File: config.mk
export PLATFORM = sky130hd
export DESIGN_NAME = mem_access_ctrl
export DESIGN_NICKNAME = d
export VERILOG_FILES = /design/src/rtl/mem_access_ctrl_pkg.sv /design/src/rtl/load_formatter.sv /design/src/rtl/mem_access_ctrl.sv
export SDC_FILE = /design/constraint.sdc
export NUM_CORES = 1
export LEC_CHECK = 0
export ABC_CLOCK_PERIOD_IN_PS = 4350
export CORE_MARGIN = 5
export CORE_UTILIZATION = 46
export CTS_BUF_LIST = sky130_fd_sc_hd__clkbuf_2
export CTS_CLUSTER_DIAMETER = 120
export CTS_CLUSTER_SIZE = 14
export DETAILED_ROUTE_END_ITERATION = 10
export PLACE_DENSITY = 0.94
export SYNTH_ARGS = -nofsm -noshare
export SYNTH_HDL_FRONTEND = slang
export SYNTH_HIERARCHICAL = 1
export SYNTH_SLANG_ARGS = --single-unit
File: constraint.sdc
create_clock -name clk -period 4.35 [get_ports clk]
set_clock_uncertainty 0.1 [all_clocks]
set_input_delay 0.87 -clock clk [delete_from_list [all_inputs] [get_ports clk]]
set_output_delay 0.87 -clock clk [all_outputs]
set_load 0.02 [all_outputs]
File: src/rtl/mem_access_ctrl_pkg.sv
`default_nettype none
// ============================================================================
//  Package     : mem_access_ctrl_pkg
//  Description : Load/store type encodings, FSM states and byte-lane helpers
//                shared by the memory-stage data-access controller.
//  Revision    : 1.0 - initial release
// ============================================================================
package mem_access_ctrl_pkg;

  localparam int ST_TYPE_WIDTH = 2;
  localparam int LD_TYPE_WIDTH = 3;

  // Store type encodings
  localparam logic [ST_TYPE_WIDTH-1:0] ST_NONE = 2'd0;
  localparam logic [ST_TYPE_WIDTH-1:0] ST_SB   = 2'd1;
  localparam logic [ST_TYPE_WIDTH-1:0] ST_SH   = 2'd2;
  localparam logic [ST_TYPE_WIDTH-1:0] ST_SW   = 2'd3;

  // Load type encodings
  localparam logic [LD_TYPE_WIDTH-1:0] LD_NONE = 3'd0;
  localparam logic [LD_TYPE_WIDTH-1:0] LD_LB   = 3'd1;
  localparam logic [LD_TYPE_WIDTH-1:0] LD_LH   = 3'd2;
  localparam logic [LD_TYPE_WIDTH-1:0] LD_LW   = 3'd3;
  localparam logic [LD_TYPE_WIDTH-1:0] LD_LBU  = 3'd4;
  localparam logic [LD_TYPE_WIDTH-1:0] LD_LHU  = 3'd5;

  // Bus transaction states
  typedef enum logic [1:0] {
    S_IDLE = 2'd0,
    S_REQ  = 2'd1,
    S_WAIT = 2'd2,
    S_DONE = 2'd3
  } state_e;

  // Access size derived from the op fields
  typedef enum logic [1:0] {
    SZ_BYTE = 2'd0,
    SZ_HALF = 2'd1,
    SZ_WORD = 2'd2
  } size_e;

  // A store in the stage register takes precedence over a load.
  function automatic size_e access_size(input logic [ST_TYPE_WIDTH-1:0] st,
                                        input logic [LD_TYPE_WIDTH-1:0] ld);
    size_e sz;
    sz = SZ_WORD;
    if (st != ST_NONE) begin
      case (st)
        ST_SB:   sz = SZ_BYTE;
        ST_SH:   sz = SZ_HALF;
        default: sz = SZ_WORD;
      endcase
    end else begin
      case (ld)
        LD_LB, LD_LBU: sz = SZ_BYTE;
        LD_LH, LD_LHU: sz = SZ_HALF;
        default:       sz = SZ_WORD;
      endcase
    end
    return sz;
  endfunction

  function automatic logic is_misaligned(input size_e sz, input logic [1:0] lo);
    logic mis;
    case (sz)
      SZ_HALF: mis = lo[0];
      SZ_WORD: mis = (lo != 2'b00);
      default: mis = 1'b0;
    endcase
    return mis;
  endfunction

  function automatic logic [3:0] byte_enables(input size_e sz, input logic [1:0] lo);
    logic [3:0] be;
    case (sz)
      SZ_BYTE: be = 4'b0001 << lo;
      SZ_HALF: be = lo[1] ? 4'b1100 : 4'b0011;
      default: be = 4'b1111;
    endcase
    return be;
  endfunction

endpackage
`default_nettype wire

File: src/rtl/load_formatter.sv
`default_nettype none
// ============================================================================
//  Module      : load_formatter
//  Description : Aligns the addressed bytes of a 32-bit read word down to
//                bit 0 and sign- or zero-extends them per load type.
//  Revision    : 1.0 - initial release
// ============================================================================
module load_formatter
  import mem_access_ctrl_pkg::*;
(
  input  logic [31:0]              i_rdata,
  input  logic [LD_TYPE_WIDTH-1:0] i_ld_type,
  input  logic [1:0]               i_addr_lo,
  output logic [31:0]              o_ld_data
);

  logic [31:0] w_shifted;

  // Shift the addressed lane down, then extend to full width
  always_comb begin
    w_shifted = i_rdata >> {i_addr_lo, 3'b000};
    case (i_ld_type)
      LD_LB:   o_ld_data = {{24{w_shifted[7]}}, w_shifted[7:0]};
      LD_LH:   o_ld_data = {{16{w_shifted[15]}}, w_shifted[15:0]};
      LD_LBU:  o_ld_data = {24'd0, w_shifted[7:0]};
      LD_LHU:  o_ld_data = {16'd0, w_shifted[15:0]};
      default: o_ld_data = w_shifted;
    endcase
  end

endmodule
`default_nettype wire

File: src/rtl/mem_access_ctrl.sv
`default_nettype none
// ============================================================================
//  Module      : mem_access_ctrl
//  Description : Memory-stage data-access controller. Runs the EX/MEM
//                load/store as a req/gnt/rvalid bus transaction, builds byte
//                enables and replicated store data, formats load data and
//                stalls the pipeline until the access completes.
//                Only DATA_WIDTH = 32 is supported; MAX_WAIT must be >= 2.
//  Revision    : 1.0 - initial release
// ============================================================================
module mem_access_ctrl
  import mem_access_ctrl_pkg::*;
#(
  parameter int ADDR_WIDTH = 32,
  parameter int DATA_WIDTH = 32,
  parameter int MAX_WAIT   = 255
) (
  input  logic                     clk,
  input  logic                     rst,
  input  logic [ST_TYPE_WIDTH-1:0] EXMEM_StType,
  input  logic [LD_TYPE_WIDTH-1:0] EXMEM_LdType,
  input  logic [ADDR_WIDTH-1:0]    EXMEM_Addr,
  input  logic [DATA_WIDTH-1:0]    EXMEM_StData,
  input  logic                     ExtStall,
  output logic                     MemStall,
  output logic [DATA_WIDTH-1:0]    LdData,
  output logic                     LdValid,
  output logic                     MisalignExc,
  output logic                     BusErr,
  output logic                     DBus_Req,
  output logic                     DBus_We,
  output logic [ADDR_WIDTH-1:0]    DBus_Addr,
  output logic [3:0]               DBus_BE,
  output logic [DATA_WIDTH-1:0]    DBus_WData,
  input  logic                     DBus_Gnt,
  input  logic                     DBus_RValid,
  input  logic [DATA_WIDTH-1:0]    DBus_RData
);

  localparam int               CNT_W    = $clog2(MAX_WAIT);
  localparam logic [CNT_W-1:0] CNT_LAST = CNT_W'(MAX_WAIT - 1);

  state_e                   state_q, state_d;
  logic [CNT_W-1:0]         cnt_q, cnt_d;
  logic                     we_q, we_d;
  logic [ADDR_WIDTH-1:0]    addr_q, addr_d;
  logic [3:0]               be_q, be_d;
  logic [DATA_WIDTH-1:0]    wdata_q, wdata_d;
  logic                     is_load_q, is_load_d;
  logic [LD_TYPE_WIDTH-1:0] ld_type_q, ld_type_d;
  logic [1:0]               addr_lo_q, addr_lo_d;
  logic [DATA_WIDTH-1:0]    ld_data_q, ld_data_d;

  logic                     w_is_store;
  logic                     w_op;
  size_e                    w_size;
  logic                     w_misaligned;
  logic                     w_aligned_op;
  logic                     w_busy;
  logic                     w_timeout;
  logic [DATA_WIDTH-1:0]    w_fmt_data;

  // Lane alignment and extension of the returning read word
  load_formatter u_load_formatter (
    .i_rdata   (DBus_RData),
    .i_ld_type (ld_type_q),
    .i_addr_lo (addr_lo_q),
    .o_ld_data (w_fmt_data)
  );

  // Decode the stage-register op and the timeout condition
  always_comb begin
    w_is_store   = (EXMEM_StType != ST_NONE);
    w_op         = |{EXMEM_StType, EXMEM_LdType};
    w_size       = access_size(EXMEM_StType, EXMEM_LdType);
    w_misaligned = w_op & is_misaligned(w_size, EXMEM_Addr[1:0]);
    w_aligned_op = w_op & ~w_misaligned;
    w_busy       = (state_q == S_REQ) || (state_q == S_WAIT);
    // Timeout has priority over a Gnt/RValid arriving in the same cycle
    w_timeout    = w_busy && (cnt_q == CNT_LAST);
  end

  // Next-state and next-register computation for the bus transaction
  always_comb begin
    state_d   = state_q;
    cnt_d     = cnt_q;
    we_d      = we_q;
    addr_d    = addr_q;
    be_d      = be_q;
    wdata_d   = wdata_q;
    is_load_d = is_load_q;
    ld_type_d = ld_type_q;
    addr_lo_d = addr_lo_q;
    ld_data_d = ld_data_q;

    case (state_q)
      S_IDLE: begin
        if (w_aligned_op) begin
          state_d   = S_REQ;
          cnt_d     = '0;
          we_d      = w_is_store;
          addr_d    = {EXMEM_Addr[ADDR_WIDTH-1:2], 2'b00};
          be_d      = byte_enables(w_size, EXMEM_Addr[1:0]);
          is_load_d = ~w_is_store;
          ld_type_d = EXMEM_LdType;
          addr_lo_d = EXMEM_Addr[1:0];
          if (!w_is_store) begin
            wdata_d = '0;
          end else begin
            case (w_size)
              SZ_BYTE: wdata_d = {4{EXMEM_StData[7:0]}};
              SZ_HALF: wdata_d = {2{EXMEM_StData[15:0]}};
              default: wdata_d = EXMEM_StData;
            endcase
          end
        end
      end
      S_REQ: begin
        cnt_d = cnt_q + CNT_W'(1);
        if (w_timeout) begin
          state_d   = S_DONE;
          ld_data_d = '0;
        end else if (DBus_Gnt) begin
          // A same-cycle RValid is not legal here and is ignored
          state_d = S_WAIT;
        end
      end
      S_WAIT: begin
        cnt_d = cnt_q + CNT_W'(1);
        if (w_timeout) begin
          state_d   = S_DONE;
          ld_data_d = '0;
        end else if (DBus_RValid) begin
          state_d = S_DONE;
          if (is_load_q) begin
            ld_data_d = w_fmt_data;
          end
        end
      end
      default: begin
        // Leave DONE only once the later stage releases the pipeline
        if (!ExtStall) begin
          state_d = S_IDLE;
        end
      end
    endcase
  end

  // State and datapath registers with synchronous reset
  always_ff @(posedge clk) begin
    if (rst) begin
      state_q   <= S_IDLE;
      cnt_q     <= '0;
      we_q      <= 1'b0;
      addr_q    <= '0;
      be_q      <= '0;
      wdata_q   <= '0;
      is_load_q <= 1'b0;
      ld_type_q <= LD_NONE;
      addr_lo_q <= 2'b00;
      ld_data_q <= '0;
    end else begin
      state_q   <= state_d;
      cnt_q     <= cnt_d;
      we_q      <= we_d;
      addr_q    <= addr_d;
      be_q      <= be_d;
      wdata_q   <= wdata_d;
      is_load_q <= is_load_d;
      ld_type_q <= ld_type_d;
      addr_lo_q <= addr_lo_d;
      ld_data_q <= ld_data_d;
    end
  end

  // Output decode: bus fields come straight from registers
  always_comb begin
    MemStall    = ((state_q == S_IDLE) && w_aligned_op) || w_busy;
    MisalignExc = (state_q == S_IDLE) && w_misaligned;
    BusErr      = w_timeout;
    LdValid     = (state_q == S_DONE) && is_load_q;
    LdData      = ld_data_q;
    DBus_Req    = (state_q == S_REQ);
    DBus_We     = we_q;
    DBus_Addr   = addr_q;
    DBus_BE     = be_q;
    DBus_WData  = wdata_q;
  end

endmodule
`default_nettype wire

Word-level counts from Yosys, hierarchy flattened:

Cells that the tools add are included.

* add/subtract/negate cells: 1
* eq/ne operators: 22
* shift operators: 2
* multiplexer cells: 23
* bitwise operators: 4
* reductions and logical operators: 20

Operators by type and width (count)
* 32-bit 2-to-1 mux: 5
* 32-bit one-hot mux with 2 select lines: 2
* 32-bit one-hot mux with 4 select lines: 1
* 32-bit by 5-bit >> shifter with 32-bit output: 1
* 8-bit one-hot mux with 2 select lines: 1
* 2-bit 2-to-1 mux: 7
* 3-bit equality test (second input constant): 4
* 8-bit by 1-bit adder with 8-bit output (second input constant): 1
* 2-bit equality test (second input constant): 4
* 8-bit equality test (second input constant): 1
* 8-bit 2-to-1 mux: 1
* 2-bit one-hot mux with 2 select lines: 2
* 4-bit one-hot mux with 2 select lines: 1
* 4-bit AND reduction: 2
* 2-bit nonzero test: 4
* 2-bit by 1-bit equality test with 1-bit output (second input constant): 3
* 3-bit by 1-bit equality test with 1-bit output (second input constant): 2
* 3-bit by 2-bit equality test with 1-bit output (second input constant): 2
* 3-bit inequality test (second input constant): 2
* 2-bit one-hot mux with 3 select lines: 1
* 2-bit OR reduction: 3
* 5-bit OR reduction: 1
* 1-bit logical AND: 4
* 2-bit zero test: 2
* 10 further kinds: 15

* register bits after elaboration: 115
* input port bits: 106
* logic and storage cells: 82

Longest topological paths before layout:

Gate-level depths: netlist of run 1.

* depth in word-level cells: 11
* depth in mapped cells: 14
* gate-level depth less buffers: 10

Hierarchy:

Netlist of run 1, hierarchy kept.

Modules (own cells, without submodules)
* mem_access_ctrl: instances 1, cells an instance 611, area each 5031.1 sq um
* load_formatter: instances 1, cells an instance 103, area each 735.7 sq um

Least setup slack after synthesis of run 1:

No wires, ideal clock.

* kind: input to output
* start point: input EXMEM_StType[0]
* end point: output MemStall
* data arrival time: 2.830 ns
* slack: 0.550 ns
* stages on the path: 10
* cell sequence: inv_1 ha_1 clkbuf_1 mux2_2 ha_1 o211ai_2 nand4_1 buf_4 buf_4 nand2_1

* word-level cells in the longest chain between the ends: 10
* elaborated cells on any way between the ends: 14

Ends and longest elaborated chain
* start, declared: line mem_access_ctrl.sv:20 `input logic [ST_TYPE_WIDTH-1:0] EXMEM_StType,`
* 2-bit equality test or 2-bit by 1-bit equality test with 1-bit output (tied branches): line mem_access_ctrl_pkg.sv:48 `case (st)`
* 2-bit one-hot mux with 2 select lines: line mem_access_ctrl_pkg.sv:48
* 2-bit 2-to-1 mux: line mem_access_ctrl_pkg.sv:47 `if (st != ST_NONE) begin`
* 2-bit equality test or 2-bit by 1-bit equality test with 1-bit output (tied branches): line mem_access_ctrl_pkg.sv:65 `case (sz)`
* 1-bit one-hot mux with 2 select lines: line mem_access_ctrl_pkg.sv:65
* 1-bit AND: line mem_access_ctrl.sv:76 `w_misaligned = w_op & is_misaligned(w_size, EXMEM_Addr[1:0]);`
* 1-bit NOT: line mem_access_ctrl.sv:77 `w_aligned_op = w_op & ~w_misaligned;`
* 1-bit AND *: line mem_access_ctrl.sv:77
* 1-bit logical AND *: line mem_access_ctrl.sv:178 `MemStall = ((state_q == S_IDLE) && w_aligned_op) || w_busy;`
* 1-bit logical OR *: line mem_access_ctrl.sv:178
* end, declared: line mem_access_ctrl.sv:25 `output logic MemStall,`

Every way passes the cells marked *; elsewhere a longest branch is shown, timed or not.

Worst setup path in the final report of run 1:

* start point: input EXMEM_StType[1]
* end point: output MisalignExc

* word-level cells in the longest chain between the ends: 7
* elaborated cells on any way between the ends: 11

Ends and longest elaborated chain
* 2-bit equality test or 2-bit by 1-bit equality test with 1-bit output (tied branches): line mem_access_ctrl_pkg.sv:48
* 2-bit one-hot mux with 2 select lines: line mem_access_ctrl_pkg.sv:48
* 2-bit 2-to-1 mux: line mem_access_ctrl_pkg.sv:47
* 2-bit equality test or 2-bit by 1-bit equality test with 1-bit output (tied branches): line mem_access_ctrl_pkg.sv:65
* 1-bit one-hot mux with 2 select lines: line mem_access_ctrl_pkg.sv:65
* 1-bit AND *: line mem_access_ctrl.sv:76
* 1-bit logical AND *: line mem_access_ctrl.sv:179 `MisalignExc = (state_q == S_IDLE) && w_misaligned;`
* end, declared: line mem_access_ctrl.sv:28 `output logic MisalignExc,`

Marked as above.

==> results of run 1 <==
-- metrics by stage --
| step | cell area (µm²) | hold slack [ns] |
|---|---|---|
| global placement | 7860 | 0.337 |
| finish | 8100 | 0.362 |
| floorplan | 5770 | 0.340 |
| CTS | 8100 | 0.364 |
| global route | 8100 | 0.377 |
| detailed placement | 7860 | 0.342 |
-- layer usage --
metal,GRT usage [%],up-vias,part of all wire (%)
met5,0,-,0
met4,11.3,0,3.5
met3,11.6,50,13
met2,40.8,322,47
met1,27.0,2831,37
li1,-,2901,-
-- cell families after synthesis --
logic type	after synthesis
muxes	28
buffers and inverters	82
adders and majority gates	11
other	1
xor gates and xnor gates	3
and+or+nand+nor	234
DFF	115
AOI/OAI and AO/OA	240
-- worst min path at each step --
stage | slack (ns) | start | cells past startpoint | endpoint
final | 0.36 | DBus_WData[23] | 2 | DBus_WData[23]
after CTS | 0.36 | DBus_WData[24] | 2 | DBus_WData[24]
after global placement | 0.34 | DBus_WData[0] | 2 | DBus_WData[0]
after floorplan | 0.34 | is_load_q | 2 | is_load_q
after detailed placement | 0.34 | DBus_WData[24] | 2 | DBus_WData[24]
after global routing | 0.38 | DBus_WData[31] | 2 | DBus_WData[31]
-- power groups by stage --
stage	Sequential (mW)	Combinational, mW	Clock, mW
2_1_floorplan	1.58	1.28	0
3_3_place_gp	1.38	2.17	0
3_5_place_dp	1.39	2.19	0
4_1_cts	1.36	2.21	0.739
5_1_grt	1.39	2.39	0.789
6_report	1.37	2.22	0.718
-- state kept, by name (all words and copies together), names as in the netlist --
register    count
DBus_Addr      30
DBus_BE         4
DBus_WData     32
DBus_We         1
LdData         32
addr_lo_q       2
cnt_q           8
is_load_q       1
ld_type_q       3
state_q         2
-- worst max-delay path, delay by kind of cell --
family                   cells  cell delay (ns)
buffers and inverters        3             1.13
adder cells (fa/ha/maj)      2             0.54
multiplexers                 1             0.39
AO/OA/AOI/OAI                1             0.18
AND/OR/NAND/NOR              1             0.13
-- layout by cell type, fill, tap and decap left out, types with 5 or more instances in the layout --
master,synthesis,layout
a21o_1,10,10
a211oi_1,7,7
or3_1,10,10
clkbuf_2,0,17
nand4_1,34,34
o211ai_1,17,17
inv_1,15,15
nand3b_1,10,10
nor2b_1,10,10
a21oi_1,122,122
nand3_1,5,5
nor2_1,19,19
mux2i_1,25,25
a22oi_1,8,8
clkdlybuf4s50_1,0,207
buf_4,12,15
o21ai_1,8,8
nand2_1,125,125
clkinvlp_4,0,5
ha_1,11,11
o21ai_0,46,46
dfxtp_1,115,115
-- cell type report --
class / instances / area (µm²)
inverter: 15 / 56.3
sequential: 115 / 2300
fill: 1016 / 4370
timing repair buffer: 223 / 2200
multi-input combinational: 518 / 3080
tap: 172 / 215
clock inverter: 15 / 156
clock buffer: 17 / 85.1
-- cells in the mapped netlist (4+ instances only) --
library cell,count
buf_2,9
clkbuf_1,39
nor2b_1,10
a21o_1,10
nand3b_1,10
dfxtp_1,115
or3_1,10
a22oi_1,8
nand2_1,125
a21oi_1,122
o21ai_0,46
ha_1,11
o21ai_1,8
o211ai_1,17
nand4_1,34
buf_4,12
nand3_1,5
mux2i_1,25
buf_6,4
a211oi_1,7
nor2_1,19
inv_1,15
==> impl_metrics.yaml, run 1 <==
worst_setup_path:
  crit_type: "input port to primary output"
  worstReg2RegStart: "state_q[0]"
  ff2ff_setup_slack_ns: 1.91
  worstSetupStartpointType: "input port"
  cpPeakStageDelay_ns: 0.63
  critPathRequiredTime_ns: 3.38
  cp_slowest_cell: "clkdlybuf4s50_1"
  cp.arrival_ns: 3.23
  startpoint: "EXMEM_StType[1]"
  critPathCaptureType: "primary output"
  crit_fanout: 5
  cp-endpoint: "MisalignExc"
  worstPathCellList: "clkdlybuf4s50_1, inv_1, ha_1, mux2_2, ha_1, nand3_1, a21oi_1, clkdlybuf4s50_1"
  reg2reg_depth: 6
  r2r_end: "state_q[1]"
sta:
  period_share_pct: 96.6
  fin_tns_setup_ns: 0
  worst_slack_ns: 0.149
  slew_violations: 0
  rsz0062_at_grt: "no"
  fmax_ghz: 0.238
  final-setup-viol-count: 0
  max_slew_margin_pct: 23.2
  final_hold_viol_count: 0
  period_needed_ns: 4.20
  worst_slew_pin_slew_ns: 1.15
route:
  vias_per_cell: 5.68
  postRouteAntennaNets: 0
  route.detailed.drc: 0
  drt-initial-drc-count: 593
  wirelength_um: 18600
  wl_per_cell_um: 17.3
  firstDrtPassIters: 7
  vias: 6104
placement:
  placed_cells: 1043
  place_congestion: 0.915
  portBuffers: 209
  dpl.hpwl_um: 13300
  place_ws_ns: 0.174
hold_path:
  min_path_type: "register to register"
power_and_ir_drop:
  ir_drop_v: 0.000404
  p_leak_nw: 2.94
  pwr-share-clk_pct: 16.7
  p_switching_mw: 1.94
  powerDensity_nw_per_um2: 531
  power_switching_share_pct: 45.1
  p_int_mw: 2.37
  combPwrFrac_pct: 51.6
  finalPower_mw: 4.31
  share_seq_of_total_power_pct: 31.7
synthesis:
  synth_top_cells_by_area: "dfxtp_1, a21oi_1, nand2_1, mux2i_1, o21ai_0"
  yosys.area.top_type_share_pct: 39.9
  synth_edf_count: 0
  synth_compound_area_share_pct: 25.2
  syn-cell-area_um2: 5770
  synth_top_area_cell: "dfxtp_1"
  synth.area.mux_share_pct: 5.19
  synth_cells: 714
  yosys_register_bits: 115
  ys.flop_type: "dfxtp_1"
  ys_types: 60
  synth_top_family_by_area: "compound AO/OA/AOI/OAI gates"
  synth-simple-area-share_pct: 19.9
  synth-xor-area-share_pct: 0.456
  syn_area_per_cell_um2: 8.08
  synthArstFlopShare_pct: 0
  synth_fa_ha_area_share_pct: 2.39
  ys_seq_area_share_pct: 39.9
  yosysWarnings: 6
clock_network:
  clk_pin_slew_worst_paths_ns: 0.17
  clockRootBuffer: "clkbuf_2"
  cts_resized: 0
  clock_latency_ns: 0.67
  cts_sinks: 115
  ctsHoldBuffers: 0
  postCtsSetupRepairBufs: 0
  cts_buffer_depth: 2
  cts_tree: "done"
  cts_buffers: 17
  h-tree-depth: 4
final_layout:
  diodes: 0
  final_nets: 1007
  fin_cells: 1075
  final_util_pct: 65.0
  drive_gt1_share_pct: 7.31
  syn_to_final_growth_pct: 40.5
floorplan:
  core_um2: 12500
  die-area_um2: 14900
  die_width_um: 122
  row_count: 41
  die_height_um: 122
  start_util_pct: 46.3
  pin_count: 212
grt:
  grt.total_usage_pct: 24.7
  antenna_found_initial: 0
  grt_pass1_vias: 5787
  gr-total-overflow: 0
  grt_pass1_wl_um: 29000
  grt_max_degree: 84
status:
  status: "complete, no violations"
run:
  cap_violations: 0
Note: power is estimated with default switching activity, not from simulation.
==> run 2, diff against run 1 <==
SKIP_CTS_REPAIR_TIMING = 1   (was unset)
==> results of run 2 <==
Final layout, timing and power as in run 1 (identical DEF).
==> run 3, diff against run 2 <==
RECOVER_POWER = 50   (was unset)
==> impl_metrics.yaml, run 3 (same netlist as run 1, synthesis figures left out) <==
grt:
  met2_usage_pct: 40.8
  grt_pass1_wl_um: 29000
  gr-total-overflow: 0
  met3_usage_pct: 11.6
  grt.busiest_layer: "met2"
  antenna_found_initial: 0
  grt_max_degree: 84
  grt.total_usage_pct: 24.7
  grt_pass1_vias: 5787
  use_met1_pct: 27.0
floorplan:
  start_util_pct: 46.3
  row_count: 41
  die_height_um: 122
  die_width_um: 122
  core_um2: 12500
  pin_count: 212
  die-area_um2: 14900
route:
  postRouteAntennaNets: 0
  route.detailed.drc: 0
  firstDrtPassIters: 8
  drt-initial-drc-count: 645
  vias_per_cell: 5.75
  wirelength_um: 18600
  wl_per_cell_um: 17.3
  vias: 6181
worst_setup_path:
  worstSetupStartpointType: "input port"
  worstPathCellList: "clkdlybuf4s50_1, inv_1, ha_1, mux2_2, ha_1, nand3_1, a21oi_1, clkdlybuf4s50_1"
  crit_type: "input port to primary output"
  critPathRequiredTime_ns: 3.38
  cp_slowest_cell: "clkdlybuf4s50_1"
  cpPeakStageDelay_ns: 0.63
  crit_fanout: 5
  path_delay_family: "buffers and inverters"
  cp.arrival_ns: 3.22
  worstPathBufferInverterCount: 3
  critPathCaptureType: "primary output"
power_and_ir_drop:
  p_leak_nw: 3.17
  p_int_mw: 2.32
  combPwrFrac_pct: 51.1
  finalPower_mw: 4.26
  pwr-share-clk_pct: 16.9
  power_switching_share_pct: 45.6
  powerDensity_nw_per_um2: 526
  p_switching_mw: 1.94
  share_seq_of_total_power_pct: 31.9
  ir_drop_v: 0.000397
clock_network:
  clock_latency_ns: 0.68
  clk_pin_slew_worst_paths_ns: 0.19
  cts_buffer_depth: 2
  cts_buffers: 17
  h-tree-depth: 4
  cts_tree: "done"
  clockRootBuffer: "clkbuf_2"
  cts_sinks: 115
sta:
  final-setup-viol-count: 0
  rsz0062_at_grt: "no"
  max_slew_margin_pct: 16.7
  slew_violations: 0
  fin_tns_setup_ns: 0
  period_needed_ns: 4.19
  period_share_pct: 96.3
  worst_slew_pin_slew_ns: 1.25
  fmax_ghz: 0.239
  final_hold_viol_count: 0
final_layout:
  syn_to_final_growth_pct: 40.4
  final_common_cell: "clkdlybuf4s50_1"
  final_cell_mix: "clkdlybuf4s50_1, nand2_1, a21oi_1"
  drive_gt1_share_pct: 7.20
  final_nets: 1007
  fillers: 1018
  diodes: 0
hold_path:
  min_path_type: "register to register"
placement:
  place_congestion: 0.915
  dpl.hpwl_um: 13300
  portBuffers: 209
run:
  cap_violations: 0
status:
  status: "complete, no violations"
-- run 3: power by group through the flow --
| stage | logic [mW] | clock network [mW] | registers, mW |
|---|---|---|---|
| 2_1_floorplan | 1.28 | 0 | 1.58 |
| 3_3_place_gp | 2.17 | 0 | 1.38 |
| 3_5_place_dp | 2.19 | 0 | 1.39 |
| 4_1_cts | 2.21 | 0.739 | 1.36 |
| 5_1_grt | 2.34 | 0.789 | 1.39 |
| 6_report | 2.18 | 0.720 | 1.36 |
-- run 3: per-layer routing --
| metal | vias up | wire length, µm |
|---|---|---|
| met4 | 0 | 658 |
| met2 | 329 | 8750 |
| met1 | 2892 | 6760 |
| li1 | 2903 | - |
| met3 | 57 | 2420 |
| met5 | - | 0 |
-- run 3: final cells by class --
cell class                 count  area, µm²  area share, %
multi-input combinational    518       3080           38.0
sequential                   115       2300           28.4
timing repair buffer         223       2200           27.2
tap                          172        215           2.66
clock inverter                15        156           1.93
clock buffer                  17       85.1           1.05
inverter                      15       56.3          0.695
-- run 3: final timing paths --
| check | startpoint | end | slack, ns | cells past startpoint |
|---|---|---|---|---|
| setup / recovery | EXMEM_StType[1] | MisalignExc | 0.16 | 8 |
| hold reg to reg | DBus_WData[23] | DBus_WData[23] | 0.36 | 2 |
| hold / removal | DBus_WData[23] | DBus_WData[23] | 0.36 | 2 |
| setup reg to reg | state_q[0] | LdData[3] | 1.39 | 6 |
-- run 3: tightest hold or removal path, delay by kind of cell (launching register included) --
kind,cells,cell delay (ns)
compound gates,1,0.05
flops,1,0.35
simple gates,1,0.05
-- run 3: stage by stage --
stage	worst slack [ns]	hold WS, ns	instances	instance area, µm²	utilization [%]
2_1_floorplan	0.550	0.340	715	5770	-
3_3_place_gp	0.255	0.337	1043	7860	63.0
3_5_place_dp	0.174	0.342	1043	7860	63.0
4_1_cts	0.174	0.364	1075	8100	65.0
5_1_grt	0.0689	0.375	1075	8100	65.0
6_report	0.159	0.359	1075	8100	65.0
